File: src/rtl/tim_ctrl.sv
// Up-counting timer: prescaler, shadowed auto-reload, update events, sticky IRQ flag, one-pulse mode.
// Optional PWM compare output is built when the TIM_PWM_EN macro is defined.
module tim_ctrl #(
  parameter int CNT_W = 16
) (
  input  logic             clk,
  input  logic             reset,
  input  logic [CNT_W-1:0] tim_psc,
  input  logic [CNT_W-1:0] tim_arr,
  input  logic [CNT_W-1:0] tim_ccr,
  input  logic             cen,
  input  logic             opm,
  input  logic             ug,
  input  logic             irq_clr,
  output logic [CNT_W-1:0] cnt,
  output logic [CNT_W-1:0] psc_cnt,
  output logic             update,
  output logic             uif,
  output logic             busy,
  output logic             pwm_out
);

  typedef enum logic [1:0] {
    IDLE = 2'd0,
    RUN  = 2'd1,
    DONE = 2'd2
  } state_t;

  state_t           state;
  logic [CNT_W-1:0] psc_sh;
  logic [CNT_W-1:0] arr_sh;
  logic             tick;
  logic             wrap;
  logic             nat_upd;
  logic             load_sh;

  assign tick    = (psc_cnt == psc_sh);
  assign wrap    = tick && (cnt == arr_sh);
  // A software update in the same cycle swallows the natural one, so uif stays untouched.
  assign nat_upd = (state == RUN) && wrap && !ug;
  assign load_sh = ug || nat_upd || ((state == IDLE) && cen);
  assign busy    = (state == RUN);

  always_ff @(posedge clk) begin
    if (!reset) begin
      state   <= IDLE;
      cnt     <= '0;
      psc_cnt <= '0;
      psc_sh  <= '0;
      arr_sh  <= '0;
      update  <= 1'b0;
      uif     <= 1'b0;
    end else begin
      update <= 1'b0;

      if (load_sh) begin
        psc_sh <= tim_psc;
        arr_sh <= tim_arr;
      end

      if (nat_upd) begin
        uif <= 1'b1;
      end else if (irq_clr) begin
        uif <= 1'b0;
      end

      case (state)
        IDLE: begin
          cnt     <= '0;
          psc_cnt <= '0;
          if (cen) begin
            state <= RUN;
          end
        end

        RUN: begin
          if (ug) begin
            cnt     <= '0;
            psc_cnt <= '0;
            update  <= 1'b1;
          end else if (wrap) begin
            cnt     <= '0;
            psc_cnt <= '0;
            update  <= 1'b1;
            if (opm) begin
              state <= DONE;
            end
          end else if (tick) begin
            psc_cnt <= '0;
            cnt     <= cnt + CNT_W'(1);
          end else begin
            psc_cnt <= psc_cnt + CNT_W'(1);
          end
          // Disable overrides both the counting and a one-pulse stop on the same edge.
          if (!cen) begin
            state   <= IDLE;
            cnt     <= '0;
            psc_cnt <= '0;
          end
        end

        DONE: begin
          cnt     <= '0;
          psc_cnt <= '0;
          if (!cen) begin
            state <= IDLE;
          end
        end

        default: begin
          state   <= IDLE;
          cnt     <= '0;
          psc_cnt <= '0;
        end
      endcase
    end
  end

`ifdef TIM_PWM_EN
  logic [CNT_W-1:0] ccr_sh;

  always_ff @(posedge clk) begin
    if (!reset) begin
      ccr_sh <= '0;
    end else if (load_sh) begin
      ccr_sh <= tim_ccr;
    end
  end

  assign pwm_out = (state == RUN) && (cnt < ccr_sh);
`else
  logic unused_ccr;

  assign unused_ccr = ^tim_ccr;
  assign pwm_out    = 1'b0;
`endif

endmodule

File: config.mk
export PLATFORM = sky130hd
export DESIGN_NAME = tim_ctrl
export DESIGN_NICKNAME = d
export VERILOG_FILES = /design/src/rtl/tim_ctrl.sv
export SDC_FILE = /design/constraint.sdc
export NUM_CORES = 1
export LEC_CHECK = 0
export CAP_MARGIN = 20
export CELL_PAD_IN_SITES_DETAIL_PLACEMENT = 0
export CELL_PAD_IN_SITES_GLOBAL_PLACEMENT = 1
export CORE_ASPECT_RATIO = 0.75
export CORE_MARGIN = 1.5
export CORE_UTILIZATION = 39
export CTS_CLUSTER_DIAMETER = 120
export DETAILED_ROUTE_END_ITERATION = 6
export HOLD_SLACK_MARGIN = 0.12
export PLACE_DENSITY = 0.9
export REMOVE_ABC_BUFFERS = 1
export SLEW_MARGIN = 20
export SYNTH_ARGS = -nofsm -noshare
export SYNTH_HDL_FRONTEND = slang
export SYNTH_SLANG_ARGS = --single-unit
File: constraint.sdc
create_clock -name clk -period 4 [get_ports clk]
set_input_delay 0.6 -clock clk [delete_from_list [all_inputs] [get_ports clk]]
set_output_delay 0.6 -clock clk [all_outputs]
set_load 0.05 [all_outputs]
---- Yosys cells after proc, flatten, opt, wreduce, memory -nomap -nowiden ----
Cells that the tools add are included.
operators by class
  add/subtract/negate cells ............... 2
  eq/ne operators ......................... 9
  muxes and demuxes ....................... 11
  bitwise gates (word level) .............. 3
  reductions and logical operators ........ 13
operator list
  kind                                                                     number
  16-bit by 1-bit adder with 16-bit output, second input constant          2
  16-bit == test                                                           2
  2-bit two-way mux                                                        6
  3-bit inequality test, second input constant                             2
  2-bit one-hot mux with 3 select lines                                    1
  6-bit OR reduction                                                       1
  5-bit AND reduction                                                      1
  5-bit OR reduction                                                       1
  1-bit logical AND                                                        4
  1-bit two-way mux                                                        4
  2-bit inequality test, second input constant                             2
  3-bit by 2-bit inequality test with 1-bit output, second input constant  1
  1-bit inverter                                                           3
  2-bit by 1-bit == test with 1-bit output, second input constant          1
  2-bit == test, second input constant                                     1
  2-bit zero test                                                          1
  1-bit logical OR                                                         2
  2-bit AND reduction                                                      1
  2-bit nonzero test                                                       1
  1-bit zero test                                                          1
word-level totals
  flip-flop bits (word level) ............. 68
  input bits .............................. 54
  output and inout bits ................... 36
  word-level logic and storage cells ...... 45

---- Depth between registers and ports, before layout ----
  depth in word-level cells ............... 6
  mapped depth ............................ 8
  mapped depth without buffers ............ 6

---- Worst setup path after synthesis ----
No wires, ideal clock.
  kind .................................... flip-flop to flip-flop
  from .................................... register psc_cnt[2]
  to ...................................... register state[1]
  setup time .............................. 70 ps
  data arrival time ....................... 2,172 ps
  required time ........................... 3,930 ps
  setup slack ............................. 1,758 ps
  cell stages (with the launch flop) ...... 8
  buffers on the path ..................... 2
  period minus slack after synthesis ...... 2,242 ps
  path through ............................ dfxtp_1 > buf_6 > xor2_1 > nor4_4 > nand4_2 > buf_2 > or4_1 > a21oi_1
on the way
  word-level cells in the longest chain between the ends .. 4
ends and longest elaborated chain
  what                                                        line  text
  start: declaration                                          16    output logic [CNT_W-1:0] psc_cnt,
  start signal: assignment                                    92    psc_cnt <= psc_cnt + CNT_W'(1);
  16-bit == test                                              37    assign tick = (psc_cnt == psc_sh);
  1-bit logical AND                                           38    assign wrap = tick && (cnt == arr_sh);
  3-bit by 2-bit inequality test with 1-bit output (no line)  -
  5-bit AND reduction (no line)                               -
  end signal: assignment                                      46    state <= IDLE;
  end signal: assignment                                      72    state <= RUN;
  end signal: assignment                                      86    state <= DONE;
  end: declaration                                            29    state_t state;
No other way between the ends.
A chain may end at the register's enable or synchronous reset.

---- Worst setup path in the final report ----
  from .................................... register psc_cnt[6]
  to ...................................... register cnt[10]
on the way
  word-level cells in the longest chain between the ends .. 3
ends and longest elaborated chain
  what                          line  text
  16-bit == test (*)            37
  1-bit logical AND             38
  5-bit OR reduction (no line)  -
  end signal: assignment        90    cnt <= cnt + CNT_W'(1);
  end: declaration              15    output logic [CNT_W-1:0] cnt,
Every way passes the cells marked *; elsewhere a longest branch is shown, timed or not.

==> results.toml <==
[routing]
num_vias = 3783
finalWirelength_um = 10000
wire_per_inst_um = 14.9
antenna_violating_nets_post_route = 0
avgViaCountPerCell = 5.62
detail_route.first_pass.iterations = 4
initialDrtViolationCount = 236
post_route_drc = 0

[clock_network]
ctsHtreeMaxLevel = 3
cts.path.max_buffers = 2
clock_latency_ns = 0.32
clk_pin_slew_worst_paths_ns = 0.05
post_cts.resized_instances = 0
cts_root_buf = "sky130_fd_sc_hd__clkbuf_16"
cts.hold.buffers_added = 0
numClockSinks = 68
cts_tree = "built"
postCtsSetupBuffers = 0
cts-buffers-inserted = 9

[placed_design]
number_of_placed_instances_with_taps_included = 657
numPortBuffers = 72
place.gp.congestion = 0.814
post_dp_hpwl_um = 6490

[power]
clock_power_share_pct = 46.5
pwr_cell_area_nw_per_um2 = 347
power.share.switching_pct = 23.4
intPower_w = 0.00131
combinationalPowerShare_pct = 10.7
sequentialPowerShare_pct = 42.7
power.static_leakage_nw = 1.84
max-vdd-ir-drop_uv = 185
power_switching_w = 0.000400

[sta]
worst_slew_margin_rel_pct = 42.2
rsz0062_at_grt = "false"
slew_violations = 0
fin_crit_sh_pct = 64.7
fmax_ghz = 0.386
pin_slew_with_the_least_headroom_to_its_limit_ns = 0.866
finalSetupViolations = 0
skew_ns = 0.00495
finalHoldViolations = 0
finalCriticalPeriod_ns = 2.59
setup-tns-final_ns = 0
final.hold.worst_slack_ns = 0.504

[flow_run]
max_cap_viol_count = 0

[grt]
grt_pass1_wl_um = 16500
grt-ovfl-total = 0
grt_max_degree = 100
grt_antenna_before_repair = 0
grtUsageTotal_pct = 19.1
number_of_global_route_vias_before_repair = 3357

[min_path]
path_class_of_the_lowest_slack_min_delay_path = "reg2reg"

[setup_path]
slowest_stage = "sky130_fd_sc_hd__nor4_1"
crit_chain = "xor2_1 -> nor4_1 -> nand4_4 -> buf_4 -> or4_1 -> a21oi_1"
critPathCaptureType = "register"
timing.setup.critical_path_class = "reg2reg"
timing.critical_path.required_ns = 4.26
crit_path_start_kind = "register"
cp.arrival_ns = 2.85
cp_max_fo = 99
critical_path.n_buffers_inverters = 1
cp_slowest_stage_delay_ns = 0.62
timing.critical_path.max_delay_family = "simple AND/OR/NAND/NOR gates"

[floorplanning]
start_util_pct = 40.1
die-height_um = 89.1
core_area_um2 = 9620
row_count = 31
die_area_um2 = 10500
die_w_um = 118
io_pins = 90

[logic_synthesis]
synth.lib_cells_used.distinct = 33
synth_sequential_area_ratio_pct = 35.3
synthesis.yosys.warnings = 0
synth-seq-cells = 68
synth_instances = 489
synth.avg_cell_area_um2 = 7.89
netlist_area_um2 = 3860

[finish]
final_nets = 592
antenna_cells = 0
final_cell_mix = "76 x sky130_fd_sc_hd__nand2_1, 71 x sky130_fd_sc_hd__clkdlybuf4s50_1, 68 x sky130_fd_sc_hd__dfxtp_1"
finish.cell_count_without_fillers = 673
drive_above_1_share_pct = 4.81
final_common_cell = "sky130_fd_sc_hd__nand2_1"
flow.area_growth_from_synthesis_pct = 27.7
layout.core_utilization_pct = 51.2

[run_status]
run_status = "complete, no violations"
-- metal layers --
metal	GRT usage [%]	vias up	wire length, um
li1	-	1888	-
met1	27.6	1789	5100
met2	28.4	94	4360
met3	4.27	12	475
met4	6.32	0	109
met5	0	-	0
-- cell usage after synthesis --
master | count | share of area [%]
sky130_fd_sc_hd__o31ai_1 | 4 | 0.78
sky130_fd_sc_hd__nand3_1 | 16 | 2.1
sky130_fd_sc_hd__nand2b_1 | 2 | 0.32
sky130_fd_sc_hd__o21ai_0 | 32 | 4.2
sky130_fd_sc_hd__nor2_1 | 23 | 2.2
sky130_fd_sc_hd__nor3_1 | 4 | 0.52
sky130_fd_sc_hd__buf_4 | 1 | 0.19
sky130_fd_sc_hd__nand2_1 | 76 | 7.4
sky130_fd_sc_hd__xor2_1 | 41 | 9.3
sky130_fd_sc_hd__xnor2_1 | 6 | 1.4
sky130_fd_sc_hd__nor4_1 | 6 | 0.97
sky130_fd_sc_hd__buf_2 | 3 | 0.39
sky130_fd_sc_hd__clkbuf_1 | 37 | 3.6
sky130_fd_sc_hd__conb_1 | 1 | 0.097
sky130_fd_sc_hd__nor4_2 | 2 | 0.65
sky130_fd_sc_hd__nor4_4 | 1 | 0.55
sky130_fd_sc_hd__o211a_1 | 1 | 0.26
sky130_fd_sc_hd__nand4_2 | 1 | 0.32
sky130_fd_sc_hd__buf_6 | 2 | 0.58
sky130_fd_sc_hd__or4_1 | 39 | 7.6
sky130_fd_sc_hd__or3_1 | 9 | 1.5
sky130_fd_sc_hd__and3_1 | 36 | 5.8
sky130_fd_sc_hd__o2111ai_1 | 32 | 7.3
sky130_fd_sc_hd__dfxtp_1 | 68 | 35
sky130_fd_sc_hd__o21ai_1 | 11 | 1.4
sky130_fd_sc_hd__ha_1 | 2 | 0.65
sky130_fd_sc_hd__nand4_1 | 7 | 1.1
sky130_fd_sc_hd__inv_1 | 4 | 0.39
sky130_fd_sc_hd__nand3b_1 | 1 | 0.19
sky130_fd_sc_hd__nor2b_1 | 1 | 0.16
sky130_fd_sc_hd__o21a_1 | 1 | 0.19
sky130_fd_sc_hd__a21oi_1 | 17 | 2.2
sky130_fd_sc_hd__and4_1 | 2 | 0.45
-- metrics by stage --
step	worst slack, ns	cell area [um2]	power (W)
2_1_floorplan	0.340	3670	0.000838
3_3_place_gp	1.52	4630	0.000922
3_5_place_dp	1.41	4630	0.000927
4_1_cts	1.40	4930	0.00172
5_1_grt	1.22	4930	0.00177
6_report	1.41	4930	0.00171
-- final cells by class --
cell class | instances | area (um2)
multi-input combinational | 374 | 2320
clock inverter | 1 | 30.0
clock buffer | 15 | 268
timing repair buffer | 79 | 768
inverter | 4 | 15.0
sequential | 68 | 1360
fill | 919 | 4690
tap | 132 | 165
-- worst reg2reg max path: cells and delay by family, from the launching register on --
| kind | cells | cell delay [ns] |
|---|---|---|
| simple gates | 3 | 1.39 |
| flops | 1 | 0.47 |
| buf+inv | 1 | 0.42 |
| compound gates | 1 | 0.15 |
| xor+xnor | 1 | 0.11 |
-- sequential cells by signal, indices dropped and copies added (netlist names) --
name,count
arr_sh,16
cnt,16
psc_cnt,16
psc_sh,16
state,2
uif,1
update,1
-- worst paths after layout --
check        cells after the start        to  slack, ns        from
max                              6   cnt[10]       1.41  psc_cnt[6]
min                              1  state[0]       0.50    state[1]
max reg2reg                      6   cnt[10]       1.41  psc_cnt[6]
min reg2reg                      1  state[0]       0.50    state[1]
-- power groups by stage --
stage | combinational, W | clock (W) | sequential, W
2_1_floorplan | 0.0000985 | 0 | 0.000740
3_3_place_gp | 0.000178 | 0 | 0.000744
5_1_grt | 0.000201 | 0.000836 | 0.000734
4_1_cts | 0.000184 | 0.000810 | 0.000731
6_report | 0.000183 | 0.000796 | 0.000731
3_5_place_dp | 0.000183 | 0 | 0.000745
-- cells by family (layout without fill, tap and decap cells) --
logic type / after synthesis / count (layout) / synth area share [%]
XOR/XNOR: 47 / 47 / 10.7
flip-flops: 68 / 68 / 35.3
adder cells (fa/ha/maj): 2 / 2 / 0.648
AND/OR/NAND/NOR: 226 / 226 / 31.9
buffers and inverters: 47 / 99 / 5.16
AO/OA/AOI/OAI: 98 / 98 / 16.3
other: 1 / 1 / 0.0972
(Power assumes the default switching activity.)
==> patch 1, RTL diff (same flow settings) <==
Add a define of `TIM_PWM_EN`.
--- a/src/rtl/tim_ctrl.sv
+++ b/src/rtl/tim_ctrl.sv
@@ -1,4 +1,6 @@
 // Up-counting timer: prescaler, shadowed auto-reload, update events, sticky IRQ flag, one-pulse mode.
 // Optional PWM compare output is built when the TIM_PWM_EN macro is defined.
+`define TIM_PWM_EN
+
 module tim_ctrl #(
   parameter int CNT_W = 16
Formal check against the unedited RTL: not equivalent (a bounded check fails within 4 cycles, from zero or initial values and one cycle with reset low).
==> patch 1 against the original RTL <==
  * Power rose by 6.9%
  * Sequential cell count rose by 16
  * Largest cell class unchanged
  * Wire length shrank 3.8%
  * Design area up 9.0%
  * Area after synthesis rose by 7.2%
  * Worst setup slack worse by 1.2 ns
  * Sequential power is 23% higher
  * Die area up 6.9%
  * Via count decreased by 12%
  * Critical endpoint is now pwm_out
==> patch 1: results (changes against the original RTL) <==
INFO  metric drt-initial-drc-count = 143 (-39%)
INFO  metric intPower = 1392 uW (+6.3%)
INFO  metric yosys.area_share.xor_xnor = 0.1292 (+0.02252)
INFO  metric finalWeightedCongestion = 0.8193 (+0.69%)
INFO  metric route.vias.total = 3336 (-12%)
INFO  metric clock_latency = 0.34 ns (+0.02 ns)
INFO  metric globalRouteMet2Util = 0.2757 (-0.008142)
INFO  metric post_synth.cell_area_avg = 8.651 um^2 (+9.6%)
INFO  metric worst-r2r-cell-count = 8 (+2)
INFO  metric yosys-top-cells-count = 108 x sky130_fd_sc_hd__nand2_1, 84 x sky130_fd_sc_hd__dfxtp_1, 49 x sky130_fd_sc_hd__mux2i_1
INFO  metric detailedPlacementHpwl = 7031 um (+8.4%)
INFO  metric timing_worst_slew_pin_value = 0.9141 ns (+0.04769 ns)
INFO  metric synth_seq_area_share = 0.4067 (+0.05387)
INFO  metric synthDistinctLibCells = 35 (+6.1%)
INFO  metric timing.hold.worst_endpoint = ccr_sh[14]
INFO  metric layout-drive-gt1-share = 0.03203 (-0.01603)
INFO  metric avgViaCountPerCell = 4.779 (-15%)
INFO  metric critical_path_fanouts_max = 6 (-94%)
INFO  metric fin_hold_ws = 0.4569 ns (-0.04699 ns)
INFO  metric synth_compound_gate_area_share = 0.03056 (-0.1322)
INFO  metric globalRouteTotalUtil = 0.1788 (-0.01254)
INFO  metric critical_path_arrival = 3.17 ns (+0.32 ns)
INFO  metric r2r_end = arr_sh[13]
INFO  metric critical_path.slowest_cell = sky130_fd_sc_hd__clkdlybuf4s50_1
INFO  metric worst_ir_drop_vdd = 0.0002181 V (+18%)
INFO  metric synth.area.mux_share = 0.1186 (+0.1186)
INFO  metric grt_start_max_net_pins = 99 (-1.0%)
INFO  metric grt_use_met1 = 0.2407 (-0.03510)
INFO  metric worst_setup_skew_after_layout = 0.008354 ns (+0.003401 ns)
INFO  metric whs_path_depth = 2 (+1)
INFO  metric avgRoutedWirePerCell = 13.85 um (-7.2%)
INFO  metric r2r_slack = 1.46 ns (+0.05 ns)
INFO  metric run_status = finished clean
[patch 1: changes by cell type in the layout (fill, tap and decap cells not counted), moves of 17 or more]
cell                              unedited run  this run
sky130_fd_sc_hd__or4_1                      39         0
sky130_fd_sc_hd__inv_1                       4        22
sky130_fd_sc_hd__nand2_1                    76       108
sky130_fd_sc_hd__and3_1                     36         6
sky130_fd_sc_hd__xnor2_1                     6        34
sky130_fd_sc_hd__mux2i_1                     0        49
sky130_fd_sc_hd__o2111ai_1                  32         0
sky130_fd_sc_hd__o21ai_0                    32         2
sky130_fd_sc_hd__clkdlybuf4s50_1            71        88
[patch 1: per-stage QoR]
step | worst slack [ns] | area [um^2]
floorplan | -1.091 | 4026
global placement | 0.5744 | 5124
detailed placement | 0.6170 | 5124
CTS | 0.2048 | 5370
global route | 0.04331 | 5370
finish | 0.2328 | 5370
[patch 1: worst max-delay path by stage]
stage                           from   endpoint  slack, ns  depth (start not counted)
final                         cnt[1]    pwm_out       0.23                          7
after global routing          cnt[1]    pwm_out       0.04                          7
after CTS                     cnt[1]    pwm_out       0.20                          7
after detailed placement      cnt[1]    pwm_out       0.62                          7
after global placement        cnt[1]    pwm_out       0.57                          7
after floorplan           psc_cnt[2]  arr_sh[0]      -1.09                          6
[patch 1: cell families (layout without fill, tap and decap cells)]
group,after synthesis,after routing
DFF,84,84
AOI/OAI and AO/OA,17,17
muxes,49,49
and+or+nand+nor,206,206
buffers and inverters,44,128
xor gates and xnor gates,61,61
adders and majority gates,17,17
[patch 1: power by group through the flow]
stage	Combinational [uW]	Clock (uW)	Sequential [uW]
6_report	206	725	896
5_1_grt	228	777	900
4_1_cts	209	742	896
3_5_place_dp	207	0	915
3_3_place_gp	204	0	913
2_1_floorplan	116	0	911
[patch 1: per-layer routing]
layer / wire length [um] / vias to the layer above
met3: 408 / 9
met1: 4945 / 1532
met5: 0 / -
met2: 4210 / 59
li1: - / 1736
met4: 101 / 0
[patch 1: worst max-delay path: cells and delay by family (launching register included)]
| family | cells | cell delay (ns) |
|---|---|---|
| DFF | 1 | 0.43 |
| AOI/OAI and AO/OA | 5 | 1.21 |
| buffers and inverters | 1 | 0.92 |
| adders and majority gates | 1 | 0.27 |
[patch 1: layout make-up]
cell class | count | area (um^2) | area share
clock buffer | 10 | 229.0 | 0.04264
clock inverter | 3 | 17.52 | 0.003262
inverter | 22 | 82.58 | 0.01538
multi-input combinational | 350 | 2273 | 0.4233
sequential | 84 | 1682 | 0.3131
tap | 136 | 170.2 | 0.03169
timing repair buffer | 93 | 915.9 | 0.1705
==> patch 2, RTL diff (same settings) <==
Made on the original files. Register the inputs `tim_psc`, `tim_arr`, `cen`, `opm`, `ug` and `irq_clr` before use, with the module's reset. The logic sees them one clock later. The other inputs are not delayed to match.
--- a/src/rtl/tim_ctrl.sv
+++ b/src/rtl/tim_ctrl.sv
@@ -27,4 +27,29 @@
   } state_t;
 
+  logic [CNT_W-1:0] tim_psc_q;
+  logic [CNT_W-1:0] tim_arr_q;
+  logic cen_q;
+  logic opm_q;
+  logic ug_q;
+  logic irq_clr_q;
+
+  always_ff @(posedge clk) begin
+    if (!reset) begin
+      tim_psc_q <= '0;
+      tim_arr_q <= '0;
+      cen_q     <= '0;
+      opm_q     <= '0;
+      ug_q      <= '0;
+      irq_clr_q <= '0;
+    end else begin
+      tim_psc_q <= tim_psc;
+      tim_arr_q <= tim_arr;
+      cen_q     <= cen;
+      opm_q     <= opm;
+      ug_q      <= ug;
+      irq_clr_q <= irq_clr;
+    end
+  end
+
   state_t           state;
   logic [CNT_W-1:0] psc_sh;
@@ -38,6 +63,6 @@
   assign wrap    = tick && (cnt == arr_sh);
   // A software update in the same cycle swallows the natural one, so uif stays untouched.
-  assign nat_upd = (state == RUN) && wrap && !ug;
-  assign load_sh = ug || nat_upd || ((state == IDLE) && cen);
+  assign nat_upd = (state == RUN) && wrap && !ug_q;
+  assign load_sh = ug_q || nat_upd || ((state == IDLE) && cen_q);
   assign busy    = (state == RUN);
 
@@ -55,11 +80,11 @@
 
       if (load_sh) begin
-        psc_sh <= tim_psc;
-        arr_sh <= tim_arr;
+        psc_sh <= tim_psc_q;
+        arr_sh <= tim_arr_q;
       end
 
       if (nat_upd) begin
         uif <= 1'b1;
-      end else if (irq_clr) begin
+      end else if (irq_clr_q) begin
         uif <= 1'b0;
       end
@@ -69,5 +94,5 @@
           cnt     <= '0;
           psc_cnt <= '0;
-          if (cen) begin
+          if (cen_q) begin
             state <= RUN;
           end
@@ -75,5 +100,5 @@
 
         RUN: begin
-          if (ug) begin
+          if (ug_q) begin
             cnt     <= '0;
             psc_cnt <= '0;
@@ -83,5 +108,5 @@
             psc_cnt <= '0;
             update  <= 1'b1;
-            if (opm) begin
+            if (opm_q) begin
               state <= DONE;
             end
@@ -93,5 +118,5 @@
           end
           // Disable overrides both the counting and a one-pulse stop on the same edge.
-          if (!cen) begin
+          if (!cen_q) begin
             state   <= IDLE;
             cnt     <= '0;
@@ -103,5 +128,5 @@
           cnt     <= '0;
           psc_cnt <= '0;
-          if (!cen) begin
+          if (!cen_q) begin
             state <= IDLE;
           end
Formal check against the unedited RTL: not equivalent (Yosys sat finds a counterexample within 4 cycles, from zero or initial values and one cycle with reset low).
==> patch 2 against the original RTL <==
  * Area after synthesis is 25% higher
  * Largest cell class unchanged
  * Worst setup slack lost 0.052 ns
  * Sequential share of layout area grew 7.6 points
  * Critical endpoint is now arr_sh[7]
  * Largest power group is now registers
  * Sequential cell count is 36 higher
  * Power increased by 37%
  * Design area increased by 20%
  * Synthesized cell count is 16% higher
  * Critical path type unchanged
  * Critical path depth unchanged
  * Wire length rose by 20%
==> patch 2: results (changes against the original RTL) <==
INFO  metric detailedPlacementHpwl = 7797 um (+20%)
INFO  metric number_of_global_route_vias_before_repair = 4042 (+20%)
INFO  metric grt_first_pass_wirelength = 19890 um (+20%)
INFO  metric top_post_synthesis_cells_by_area = sky130_fd_sc_hd__dfxtp_1 43%, sky130_fd_sc_hd__xor2_1 7.1%, sky130_fd_sc_hd__o311ai_0 5.8%
INFO  metric synth_seq_area_share = 0.4333 (+0.08054)
INFO  metric worst_setup_skew_after_layout = 0.009971 ns (+0.005019 ns)
INFO  metric drt-initial-drc-count = 294 (+25%)
INFO  metric clock_latency = 0.35 ns (+0.03 ns)
INFO  metric layout-drive-gt1-share = 0.04568 (-0.002382)
INFO  metric placed_cell_area = 0.005584 mm^2 (+21%)
INFO  metric clkTransAtPathRegs = 0.08 ns (+0.03 ns)
INFO  metric critical_path_arrival = 2.83 ns (-0.02 ns)
INFO  metric delay_of_the_slowest_cell_on_the_worst_path = 0.56 ns (-0.06 ns)
INFO  metric totalWireLength = 12090 um (+20%)
INFO  metric finalWeightedCongestion = 0.7760 (-4.6%)
INFO  metric timing_worst_slew_pin_value = 0.7206 ns (-0.1458 ns)
INFO  metric grt_start_max_net_pins = 80 (-20%)
INFO  metric layout.nets = 664 (+12%)
INFO  metric met3_usage = 0.04944 (+0.006710)
INFO  metric grt_use_met1 = 0.2541 (-0.02170)
INFO  metric post-place-cells = 759 (+16%)
INFO  metric globalRouteTotalUtil = 0.1878 (-0.003591)
INFO  metric run_status = finished clean
INFO  metric yosys-top-cells-count = 104 x sky130_fd_sc_hd__dfxtp_1, 48 x sky130_fd_sc_hd__clkbuf_1, 46 x sky130_fd_sc_hd__nand2_1
INFO  metric critical_path_fanouts_max = 24 (-76%)
INFO  metric total_leakage_power = 0.002196 uW (+20%)
INFO  metric worst_ir_drop_vdd = 0.0002542 V (+37%)
INFO  metric post_synth.cell_area_avg = 8.444 um^2 (+7.0%)
INFO  metric fillerInstances = 1140 (+24%)
## patch 2: cell count changes in the layout (fill, tap and decap cells not counted), moves of 31 or more
cell	change
sky130_fd_sc_hd__and2_1	+36
sky130_fd_sc_hd__dfxtp_1	+36
sky130_fd_sc_hd__a31oi_1	+32
sky130_fd_sc_hd__o2111ai_1	-32
sky130_fd_sc_hd__o311ai_0	+32
sky130_fd_sc_hd__or4_1	-31
## patch 2: worst paths after layout
check	endpoint	slack (ns)	start
worst min-delay path	state[0]	0.47	state[1]
worst max-delay path	arr_sh[7]	1.36	cnt[3]
worst max register to register	arr_sh[7]	1.36	cnt[3]
worst min register to register	state[0]	0.47	state[1]
## patch 2: cells by family after synthesis
logic type | Yosys count | synth area share
simple gates | 261 | 0.2870
fa+ha+maj | 2 | 0.005208
xor+xnor | 47 | 0.08568
other cells | 1 | 0.0007805
flops | 104 | 0.4333
compound gates | 99 | 0.1437
buf+inv | 55 | 0.04427
## patch 2: area by class of cell
type / count / area [um^2] / area share
Multi-Input combinational cell: 410 / 2517 / 0.4264
Tap cell: 162 / 202.7 / 0.03433
Sequential cell: 104 / 2082 / 0.3526
Clock inverter: 5 / 63.81 / 0.01081
Clock buffer: 11 / 252.7 / 0.04281
Inverter: 4 / 15.01 / 0.002543
Timing Repair Buffer: 79 / 770.7 / 0.1305
## patch 2: worst reg2reg max path, delay by kind of cell, from the launching register on
kind / cells / cell delay (ns)
flip-flops: 1 / 0.49
XOR/XNOR: 1 / 0.11
AO/OA/AOI/OAI: 1 / 0.22
AND/OR/NAND/NOR: 3 / 1.30
buffers and inverters: 1 / 0.36
## patch 2: per-stage QoR
step	setup WS [ns]	hold WS [ns]
after detailed placement	1.333	0.4652
after floorplan	0.6621	0.4205
final	1.358	0.4673
after global placement	1.375	0.4331
after global routing	1.192	0.4815
after CTS	1.328	0.4646
## patch 2: power by group
part | total, uW | internal (uW) | switching [uW]
combinational | 304 | 105 | 199
sequential | 1110 | 1080 | 30.5
clock | 930 | 524 | 406
## patch 2: per-layer routing
metal  part of all wire  vias to the layer above  wire, um
met5                  0                        -         0
met4              0.012                        0       147
met3              0.043                       13       522
met2               0.44                       96      5368
met1               0.50                     2074      6054
li1                   -                     2152         -
